**src/rtl/abro_pkg.sv**
```systemverilog
// Shared ABRO encodings, drive payload and the reference next-state function
// used by both the ABRO DUT and the stimulus driver's internal model.
package abro_pkg;

   typedef enum logic [1:0] {
      S_IDLE = 2'b00,
      S_A    = 2'b01,
      S_B    = 2'b10,
      S_DONE = 2'b11
   } state_t;

   typedef enum logic {
      P_IDLE = 1'b0,
      P_PLAY = 1'b1
   } player_t;

   typedef struct packed {
      logic a;
      logic b;
      logic r;
   } drive_t;

   localparam int unsigned DRIVE_W = $bits(drive_t);

   // R has priority; otherwise each input only moves the machine toward S_DONE.
   function automatic state_t abro_next(input state_t s, input logic a,
                                        input logic b, input logic r);
      state_t n;
      n = s;
      if (r) begin
         n = S_IDLE;
      end else begin
         case (s)
            S_IDLE: begin
               if (a && b)  n = S_DONE;
               else if (a)  n = S_A;
               else if (b)  n = S_B;
            end
            S_A:     if (b) n = S_DONE;
            S_B:     if (a) n = S_DONE;
            default: n = s;
         endcase
      end
      return n;
   endfunction

endpackage

```
**src/rtl/abro_cmd_fifo.sv**
```systemverilog
// Synchronous command FIFO with show-ahead read data so a pop and a load of
// the popped entry can happen on the same clock edge.
module abro_cmd_fifo #(
   parameter int unsigned DEPTH = 4,
   parameter int unsigned WIDTH = 11
) (
   input  logic             clk,
   input  logic             reset_n,
   input  logic             push,
   input  logic             pop,
   input  logic [WIDTH-1:0] wdata,
   output logic [WIDTH-1:0] rdata,
   output logic             full,
   output logic             empty
);

   localparam int unsigned AW = (DEPTH > 1) ? $clog2(DEPTH) : 1;
   localparam int unsigned CW = AW + 1;

   logic [WIDTH-1:0] mem [DEPTH];
   logic [AW-1:0]    wr_ptr;
   logic [AW-1:0]    rd_ptr;
   logic [CW-1:0]    count;
   logic             do_push;
   logic             do_pop;

   assign do_push = push && !full;
   assign do_pop  = pop && !empty;
   assign full    = (count == CW'(DEPTH));
   assign empty   = (count == '0);
   assign rdata   = mem[rd_ptr];

   // Pointers wrap naturally because DEPTH is a power of two.
   always_ff @(posedge clk or negedge reset_n) begin
      if (!reset_n) begin
         wr_ptr <= '0;
         rd_ptr <= '0;
         count  <= '0;
      end else begin
         if (do_push) wr_ptr <= wr_ptr + AW'(1);
         if (do_pop)  rd_ptr <= rd_ptr + AW'(1);
         case ({do_push, do_pop})
            2'b10:   count <= count + CW'(1);
            2'b01:   count <= count - CW'(1);
            default: count <= count;
         endcase
      end
   end

   always_ff @(posedge clk) begin
      if (do_push) mem[wr_ptr] <= wdata;
   end

endmodule

```
**src/rtl/abro_stim_driver.sv**
```systemverilog
// ABRO stimulus/response driver: plays timed A/B/R commands from a FIFO and
// checks the DUT's O/State against an internal reference model every played cycle.
module abro_stim_driver
   import abro_pkg::*;
#(
   parameter int unsigned DEPTH = 4,
   parameter int unsigned HOLDW = 8,
   parameter int unsigned CNTW  = 16
) (
   input  logic             clk,
   input  logic             reset_n,
   input  logic             cmd_valid,
   output logic             cmd_ready,
   input  logic             cmd_a,
   input  logic             cmd_b,
   input  logic             cmd_r,
   input  logic [HOLDW-1:0] cmd_hold,
   output logic             A,
   output logic             B,
   output logic             R,
   input  logic             dut_O,
   input  logic [1:0]       dut_State,
   output logic             busy,
   output logic [CNTW-1:0]  cycle_cnt,
   output logic [CNTW-1:0]  err_cnt,
   output logic             err,
   output logic [CNTW-1:0]  err_cycle,
   output logic [1:0]       exp_State
);

   localparam int unsigned   FW      = DRIVE_W + HOLDW;
   localparam logic [CNTW-1:0] CNT_MAX = '1;

   player_t          state_q, state_d;
   drive_t           drv_q, drv_d;
   logic [HOLDW-1:0] hold_q, hold_d;
   logic             post_q, post_d;
   state_t           model_q, model_d;

   logic             pop;
   logic             fifo_full;
   logic             fifo_empty;
   logic [FW-1:0]    fifo_rdata;
   drive_t           fifo_drv;
   logic [HOLDW-1:0] fifo_hold;
   logic             chk;
   logic             mis;

   abro_cmd_fifo #(
      .DEPTH (DEPTH),
      .WIDTH (FW)
   ) u_fifo (
      .clk     (clk),
      .reset_n (reset_n),
      .push    (cmd_valid && cmd_ready),
      .pop     (pop),
      .wdata   ({cmd_a, cmd_b, cmd_r, cmd_hold}),
      .rdata   (fifo_rdata),
      .full    (fifo_full),
      .empty   (fifo_empty)
   );

   assign fifo_drv  = fifo_rdata[FW-1 -: DRIVE_W];
   assign fifo_hold = fifo_rdata[HOLDW-1:0];

   assign cmd_ready = !fifo_full;
   assign busy      = (state_q != P_IDLE) || !fifo_empty;
   assign A         = drv_q.a;
   assign B         = drv_q.b;
   assign R         = drv_q.r;
   assign exp_State = model_q;

   // Player: load on idle or on the last hold cycle so commands play back-to-back.
   always_comb begin
      state_d = state_q;
      drv_d   = drv_q;
      hold_d  = hold_q;
      post_d  = 1'b0;
      pop     = 1'b0;
      case (state_q)
         P_IDLE: begin
            if (!fifo_empty) begin
               pop     = 1'b1;
               drv_d   = fifo_drv;
               hold_d  = (fifo_hold == '0) ? HOLDW'(1) : fifo_hold;
               state_d = P_PLAY;
            end
         end
         P_PLAY: begin
            if (hold_q <= HOLDW'(1)) begin
               if (!fifo_empty) begin
                  pop    = 1'b1;
                  drv_d  = fifo_drv;
                  hold_d = (fifo_hold == '0) ? HOLDW'(1) : fifo_hold;
               end else begin
                  drv_d   = '0;
                  hold_d  = '0;
                  post_d  = 1'b1;
                  state_d = P_IDLE;
               end
            end else begin
               hold_d = hold_q - HOLDW'(1);
            end
         end
         default: state_d = P_IDLE;
      endcase
   end

   // Checking covers every played cycle plus the response to the final drive.
   always_comb begin
      model_d = abro_next(model_q, drv_q.a, drv_q.b, drv_q.r);
      chk     = (state_q == P_PLAY) || post_q;
      mis     = chk && ((dut_O != (model_q == S_DONE)) || (dut_State != model_q));
   end

   always_ff @(posedge clk or negedge reset_n) begin
      if (!reset_n) begin
         state_q   <= P_IDLE;
         drv_q     <= '0;
         hold_q    <= '0;
         post_q    <= 1'b0;
         model_q   <= S_IDLE;
         cycle_cnt <= '0;
         err_cnt   <= '0;
         err       <= 1'b0;
         err_cycle <= '0;
      end else begin
         state_q <= state_d;
         drv_q   <= drv_d;
         hold_q  <= hold_d;
         post_q  <= post_d;
         model_q <= model_d;
         if (chk && (cycle_cnt != CNT_MAX)) cycle_cnt <= cycle_cnt + CNTW'(1);
         if (mis) begin
            if (err_cnt != CNT_MAX) err_cnt <= err_cnt + CNTW'(1);
            if (!err) begin
               err       <= 1'b1;
               err_cycle <= cycle_cnt;
            end
         end
      end
   end

endmodule

```
**config.mk**
```make
export PLATFORM = sky130hd
export DESIGN_NAME = abro_stim_driver
export DESIGN_NICKNAME = d
export VERILOG_FILES = /design/src/rtl/abro_pkg.sv /design/src/rtl/abro_cmd_fifo.sv /design/src/rtl/abro_stim_driver.sv
export SDC_FILE = /design/constraint.sdc
export NUM_CORES = 1
export LEC_CHECK = 0
export BUFFER_PORTS_ARGS = -buffer_cell sky130_fd_sc_hd__clkbuf_2
export CAP_MARGIN = 20
export CORE_ASPECT_RATIO = 1.2
export CORE_MARGIN = 5
export CORE_UTILIZATION = 29
export CTS_CLUSTER_DIAMETER = 60
export CTS_CLUSTER_SIZE = 24
export DETAILED_ROUTE_END_ITERATION = 10
export PLACE_DENSITY_LB_ADDON = 0.05
export SYNTH_ARGS = -nofsm -noshare
export SYNTH_HDL_FRONTEND = slang
export SYNTH_SLANG_ARGS = --single-unit
```
**constraint.sdc**
```tcl
create_clock -name clk -period 3.4 [get_ports clk]
set_clock_uncertainty 0.15 [all_clocks]
set_input_delay 0.85 -clock clk [delete_from_list [all_inputs] [get_ports clk]]
set_output_delay 0.85 -clock clk [all_outputs]
set_load 0.1 [all_outputs]
```
==> results of run 1 <==
## per-stage QoR
| step | power (mW) | hold WS, ps |
|---|---|---|
| floorplan | 3.802 | 345.4 |
| global placement | 4.252 | 317.7 |
| detailed placement | 4.274 | 324.1 |
| CTS | 6.038 | 336.0 |
| global route | 6.274 | 344.7 |
| finish | 5.931 | 332.5 |
## flip-flops by register name, indices dropped and copies added, names as in the netlist
name           count
A                  1
post_q             1
hold_q             8
err                1
B                  1
u_fifo.count       3
R                  1
cycle_cnt         16
err_cnt           16
u_fifo.rd_ptr      2
exp_State          2
state_q            1
u_fifo.wr_ptr      2
err_cycle         16
u_fifo.mem        44
## layer usage
layer  global-route usage, %  share of wire, %
met3                   4.070               5.1
met5                       0                 0
met2                   18.17                50
met1                   12.97                43
met4                   4.703               2.0
## worst paths after layout
check,from,endpoint,slack (ps),cells past startpoint
min in group asynchronous,reset_n,err_cnt[1]$_DFFE_PN0P_,420,1
min,err_cycle[7]$_DFFE_PN0P_,err_cycle[7]$_DFFE_PN0P_,330,1
max,u_fifo.count[1]$_DFFE_PN0P_,busy,510,3
max reg2reg,hold_q[0]$_DFFE_PN0P_,u_fifo.count[2]$_DFFE_PN0P_,550,11
max in group asynchronous,reset_n,u_fifo.wr_ptr[1]$_DFFE_PN0P_,2080,1
min reg2reg,err_cycle[7]$_DFFE_PN0P_,err_cycle[7]$_DFFE_PN0P_,330,1
## critical path: stages (launching register included)
cell      delay [ps]
dfrtp_1          440
nor4_4           450
inv_1            180
clkbuf_2         420
## area by class of cell
type                    instances  area [um^2]
clock buffers                  19        432.9
repair buffers                 77        400.4
inverters                      15        56.30
clock inverters                13        141.4
multi-input cells             226         1836
well taps                     216        270.3
fillers                      1659        10750
flip-flops and latches        115         3098
## power breakdown
part           leakage [nW]  internal [mW]  switching, mW  total (mW)
clock                 0.280           1.13          0.596        1.73
sequential             1.32           1.78          0.349        2.13
combinational          1.06          0.579           1.50        2.07
## cells in the mapped netlist (all sizes together), types with 2 or more instances
cell / n
a211oi: 3
a21oi: 5
a22o: 3
and3: 9
buf: 4
dfrtp: 71
edfxtp: 44
ha: 13
inv: 15
mux2: 19
mux4: 11
nand2: 29
nand2b: 2
nand3: 15
nand4: 13
nor2: 15
nor2b: 2
nor3: 9
nor4: 6
nor4b: 2
o21ai: 7
o311ai: 2
o31ai: 5
or3: 2
or4: 3
xnor2: 25
xor2: 12
## cell families after synthesis
logic type / after synthesis / synth area share [%]
compound gates: 34 / 5.095
fa+ha+maj: 14 / 3.628
mux: 31 / 9.667
simple gates: 110 / 11.63
buf+inv: 20 / 2.013
xor+xnor: 37 / 6.436
flops: 115 / 61.53
==> results.json, run 1 <==
{
  "portBuffers": 72,
  "fin_crit_ps": 2894,
  "root_buffer": "clkbuf_16",
  "clock.fmax_ghz": 0.3455,
  "holdBufCountCts": 0,
  "nets": 483,
  "pin_count": 73,
  "final.setup.tns_ps": 0,
  "ys_ff_latch": 115,
  "drv_cap": 0,
  "post-route-cell-area_mm2": 0.006235,
  "drt_iter0_drc": 108,
  "start_kind": "flip-flop",
  "ys_warn_count": 0,
  "grt_pass1_wl_mm": 17.02,
  "chipWidth_um": 130.3,
  "drc": 0,
  "num_vias": 3171,
  "min_path_type": "flip-flop to flip-flop",
  "drt_wl_total_mm": 10.30,
  "cts_buffer_depth": 2,
  "post_drt_wl_per_cell_um": 15.12,
  "first_global_vias": 3235,
  "htreeDepth": 4,
  "slew_headroom_pct": 39.05,
  "cp_data_required_time_ps": 2400,
  "mostFrequentLayoutCells": "dfrtp_1, clkbuf_2, edfxtp_1",
  "grt_antenna_before_repair": 0,
  "criticalPathCategory": "flip-flop to output pin",
  "synth-seq-area-share_pct": 61.53,
  "synth_area_leader_cell": "dfrtp_1",
  "gp_congestion": 0.7424,
  "yosysTopAreaCellShare_pct": 35.29,
  "clock_sinks": 115,
  "timing_hold_violations_final": 0,
  "final-setup-viol-count": 0,
  "grt_max_degree": 72,
  "drtAntennaViolNets": 0,
  "insertion_delay_ps": 410,
  "cts_setup_buffers": 0,
  "grt_setup_unrepaired": "no",
  "diodes": 0,
  "fin_util_pct": 36.72,
  "core_mm2": 0.01698,
  "num_rows": 52,
  "hpwl_mm": 7.288,
  "slew_viol_final": 0,
  "ys_types": 50,
  "cts_tree": "built",
  "drive_above_1_share_pct": 25.16,
  "gr-total-overflow": 0,
  "final_cells": 681,
  "first_pass_iters": 4,
  "synth_edf_count": 44,
  "cp_max_fo": 5,
  "place_area_mm2": 0.005660,
  "die_area_mm2": 0.02011,
  "ys.flop_type": "dfrtp_1",
  "avgSynthCellArea_um2": 13.95,
  "initial_utilization_pct": 29.65,
  "status": "finished clean",
  "area_delta_synth_final_pct": 23.83,
  "synthCells": 361,
  "cts_buffers": 17,
  "die_y_um": 154.3,
  "postCtsResizedCells": 0,
  "syn_nets": 392,
  "clkTransAtPathRegs_ps": 60,
  "p_per_area_mw_per_mm2": 951.3,
  "worstMarginPinSlew_ps": 914.2,
  "vias_per_cell": 4.656,
  "mappedNetlistArea_mm2": 0.005035,
  "place_ws_ps": 507.0,
  "synth_area_leaders": "dfrtp_1, edfxtp_1, xnor2_1",
  "p_leak_nw": 2.662,
  "min_period_over_period_pct": 85.13,
  "ir_drop_uv": 340.7,
  "end_kind": "output pin",
  "async_flop_share_pct": 61.74,
  "setup_ws_ps": 505.6,
  "arrival_ps": 1890,
  "grt_usage_pct": 11.08,
  "dpl.cell_count": 649
}
Note: power is estimated with default switching activity, not from simulation.
==> run 2: changes to the inputs <==
--- a/config.mk
+++ b/config.mk
@@ -11,3 +11,3 @@
 export CORE_MARGIN = 5
-export CORE_UTILIZATION = 29
+export CORE_UTILIZATION = 57
 export CTS_CLUSTER_DIAMETER = 60
==> constraint.sdc (replaced) <==
create_clock -name clk -period 3.4 [get_ports clk]
set_clock_uncertainty 0.15 [all_clocks]
set_input_delay 0.51 -clock clk [delete_from_list [all_inputs] [get_ports clk]]
set_output_delay 0.51 -clock clk [all_outputs]
set_load 0.1 [all_outputs]
==> results.json, run 2 (synthesis gave the netlist of run 1 again) <==
{
  "portBuffers": 72,
  "diodes": 0,
  "slew_viol_final": 0,
  "clock.fmax_ghz": 0.3535,
  "post_drt_wl_per_cell_um": 15.40,
  "p_sw_mw": 2.408,
  "cts_buffers": 17,
  "largest_register_ffs": 44,
  "final.setup.tns_ps": 0,
  "status": "finished clean",
  "worst-r2r-cell-count": 11,
  "drc": 0,
  "num_vias": 3203,
  "dr_wl_met3_um": 419,
  "rr_startpoint": "hold_q[0]$_DFFE_PN0P_",
  "grt_antenna_before_repair": 0,
  "grt_usage_pct": 18.90,
  "largest_register": "u_fifo.mem",
  "cp_top_family": "adder cells",
  "drt_iter0_drc": 170,
  "mostFrequentLayoutCells": "dfrtp_1, clkbuf_2, edfxtp_1",
  "worstHoldStart": "cmd_r",
  "grt_setup_unrepaired": "no",
  "first_pass_iters": 4,
  "cp_cell_sequence": "inv_1, ha_1, nor2_1, o31ai_4, nor2b_1, ha_1, inv_1, fa_1, xor2_1, nor2_1, xor2_1",
  "insertion_delay_ps": 510,
  "ff2ff_setup_slack_ps": 570,
  "arrival_ps": 3110,
  "pin_count": 73,
  "clock_sinks": 115,
  "worstMarginPinSlew_ps": 616.1,
  "end_kind": "flip-flop",
  "die_area_mm2": 0.01082,
  "clkTransAtPathRegs_ps": 50,
  "p_leak_nw": 2.690,
  "cp_slowest_cell": "o31ai_4",
  "min_period_over_period_pct": 83.21,
  "criticalPathCategory": "flip-flop to flip-flop",
  "cts_buffer_depth": 2,
  "chipWidth_um": 95.80,
  "fin_util_pct": 71.45,
  "cp_max_fo": 9,
  "root_buffer": "clkbuf_8",
  "cts_tree": "built",
  "drive_above_1_share_pct": 25.85,
  "dpl.cell_count": 552,
  "dr_wl_met2_mm": 4.790,
  "timing_hold_violations_final": 0,
  "gp_congestion": 0.8433,
  "cp_data_required_time_ps": 3680,
  "hold_depth": 1,
  "htreeDepth": 4,
  "core_mm2": 0.008611,
  "grt_max_degree": 28,
  "min_path_type": "input pin to flip-flop",
  "r2r_end": "u_fifo.count[2]$_DFFE_PN0P_",
  "p_per_area_mw_per_mm2": 966.0,
  "cpPeakStageDelay_ps": 460,
  "p_comb_share_pct": 35.2,
  "die_y_um": 113.0,
  "nets": 486,
  "p_int_mw": 3.536,
  "first_global_vias": 3316,
  "drtAntennaViolNets": 0,
  "seqPwrFrac_pct": 35.5,
  "hpwl_mm": 6.575,
  "ir_drop_uv": 523.8,
  "whs_endpoint": "u_fifo.mem[3][8]$_DFFE_PP_",
  "switching_share_pct": 40.51,
  "gr-total-overflow": 0,
  "final_cells": 585,
  "drt_wl_total_mm": 9.008,
  "cts_setup_buffers": 0,
  "pwr-share-clk_pct": 29.3,
  "grt_pass1_wl_mm": 15.74,
  "start_kind": "flip-flop",
  "drv_cap": 0,
  "fin_crit_ps": 2829,
  "slew_headroom_pct": 58.55,
  "initial_utilization_pct": 58.47,
  "num_rows": 37,
  "maxUsedRoutingLayer": "met4",
  "path_buf_inv": 2,
  "wl_met1_mm": 3.729,
  "area_delta_synth_final_pct": 22.19,
  "final-setup-viol-count": 0,
  "vias_per_cell": 5.475
}
==> run 2: worst max-delay path by stage <==
stage / startpoint / end / cells after the start
after global routing: hold_q[0]$_DFFE_PN0P_ / u_fifo.count[2]$_DFFE_PN0P_ / 11
after CTS: hold_q[0]$_DFFE_PN0P_ / u_fifo.count[2]$_DFFE_PN0P_ / 11
final: hold_q[0]$_DFFE_PN0P_ / u_fifo.count[2]$_DFFE_PN0P_ / 11
after floorplan: u_fifo.count[0]$_DFFE_PN0P_ / u_fifo.count[2]$_DFFE_PN0P_ / 10
after detailed placement: hold_q[0]$_DFFE_PN0P_ / u_fifo.count[2]$_DFFE_PN0P_ / 11
after global placement: hold_q[3]$_DFFE_PN0P_ / u_fifo.count[2]$_DFFE_PN0P_ / 9
==> run 2: per-layer routing <==
| layer | track usage, % | vias up |
|---|---|---|
| li1 | - | 1540 |
| met2 | 31.82 | 75 |
| met3 | 5.120 | 8 |
| met5 | 0 | - |
| met1 | 22.49 | 1580 |
| met4 | 8.254 | 0 |
==> run 2: timing repair <==
action | CTS | global route
resized for setup | 0 | 0
hold buffers | 1 | 0
hold endpoints to repair | 18 | 0
==> run 2: area by class of cell <==
cell class | instances | area, um^2
Clock buffer | 23 | 467.9
Inverter | 15 | 56.30
Tap cell | 117 | 146.4
Sequential cell | 115 | 3098
Timing Repair Buffer | 80 | 422.9
Multi-Input combinational cell | 226 | 1836
Clock inverter | 9 | 125.1
Fill cell | 598 | 2459
==> run 2: power by group through the flow <==
| stage | clock (mW) | sequential (mW) | combinational, mW |
|---|---|---|---|
| after floorplan | 0 | 2.88 | 0.922 |
| after global routing | 1.85 | 2.17 | 2.26 |
| final | 1.74 | 2.11 | 2.09 |
| after CTS | 1.78 | 2.11 | 2.11 |
| after detailed placement | 0 | 2.13 | 2.10 |
| after global placement | 0 | 2.11 | 2.06 |
==> run 2: stage by stage <==
stage	power (mW)	setup WS, ps	hold slack (ps)	cell area, um^2
finish	5.943	571.0	67.82	6152
global route	6.277	342.5	50.24	6152
CTS	6.013	552.8	36.69	6152
detailed placement	4.236	573.4	324.2	5549
global placement	4.173	639.7	316.2	5549
floorplan	3.802	282.0	64.41	5035
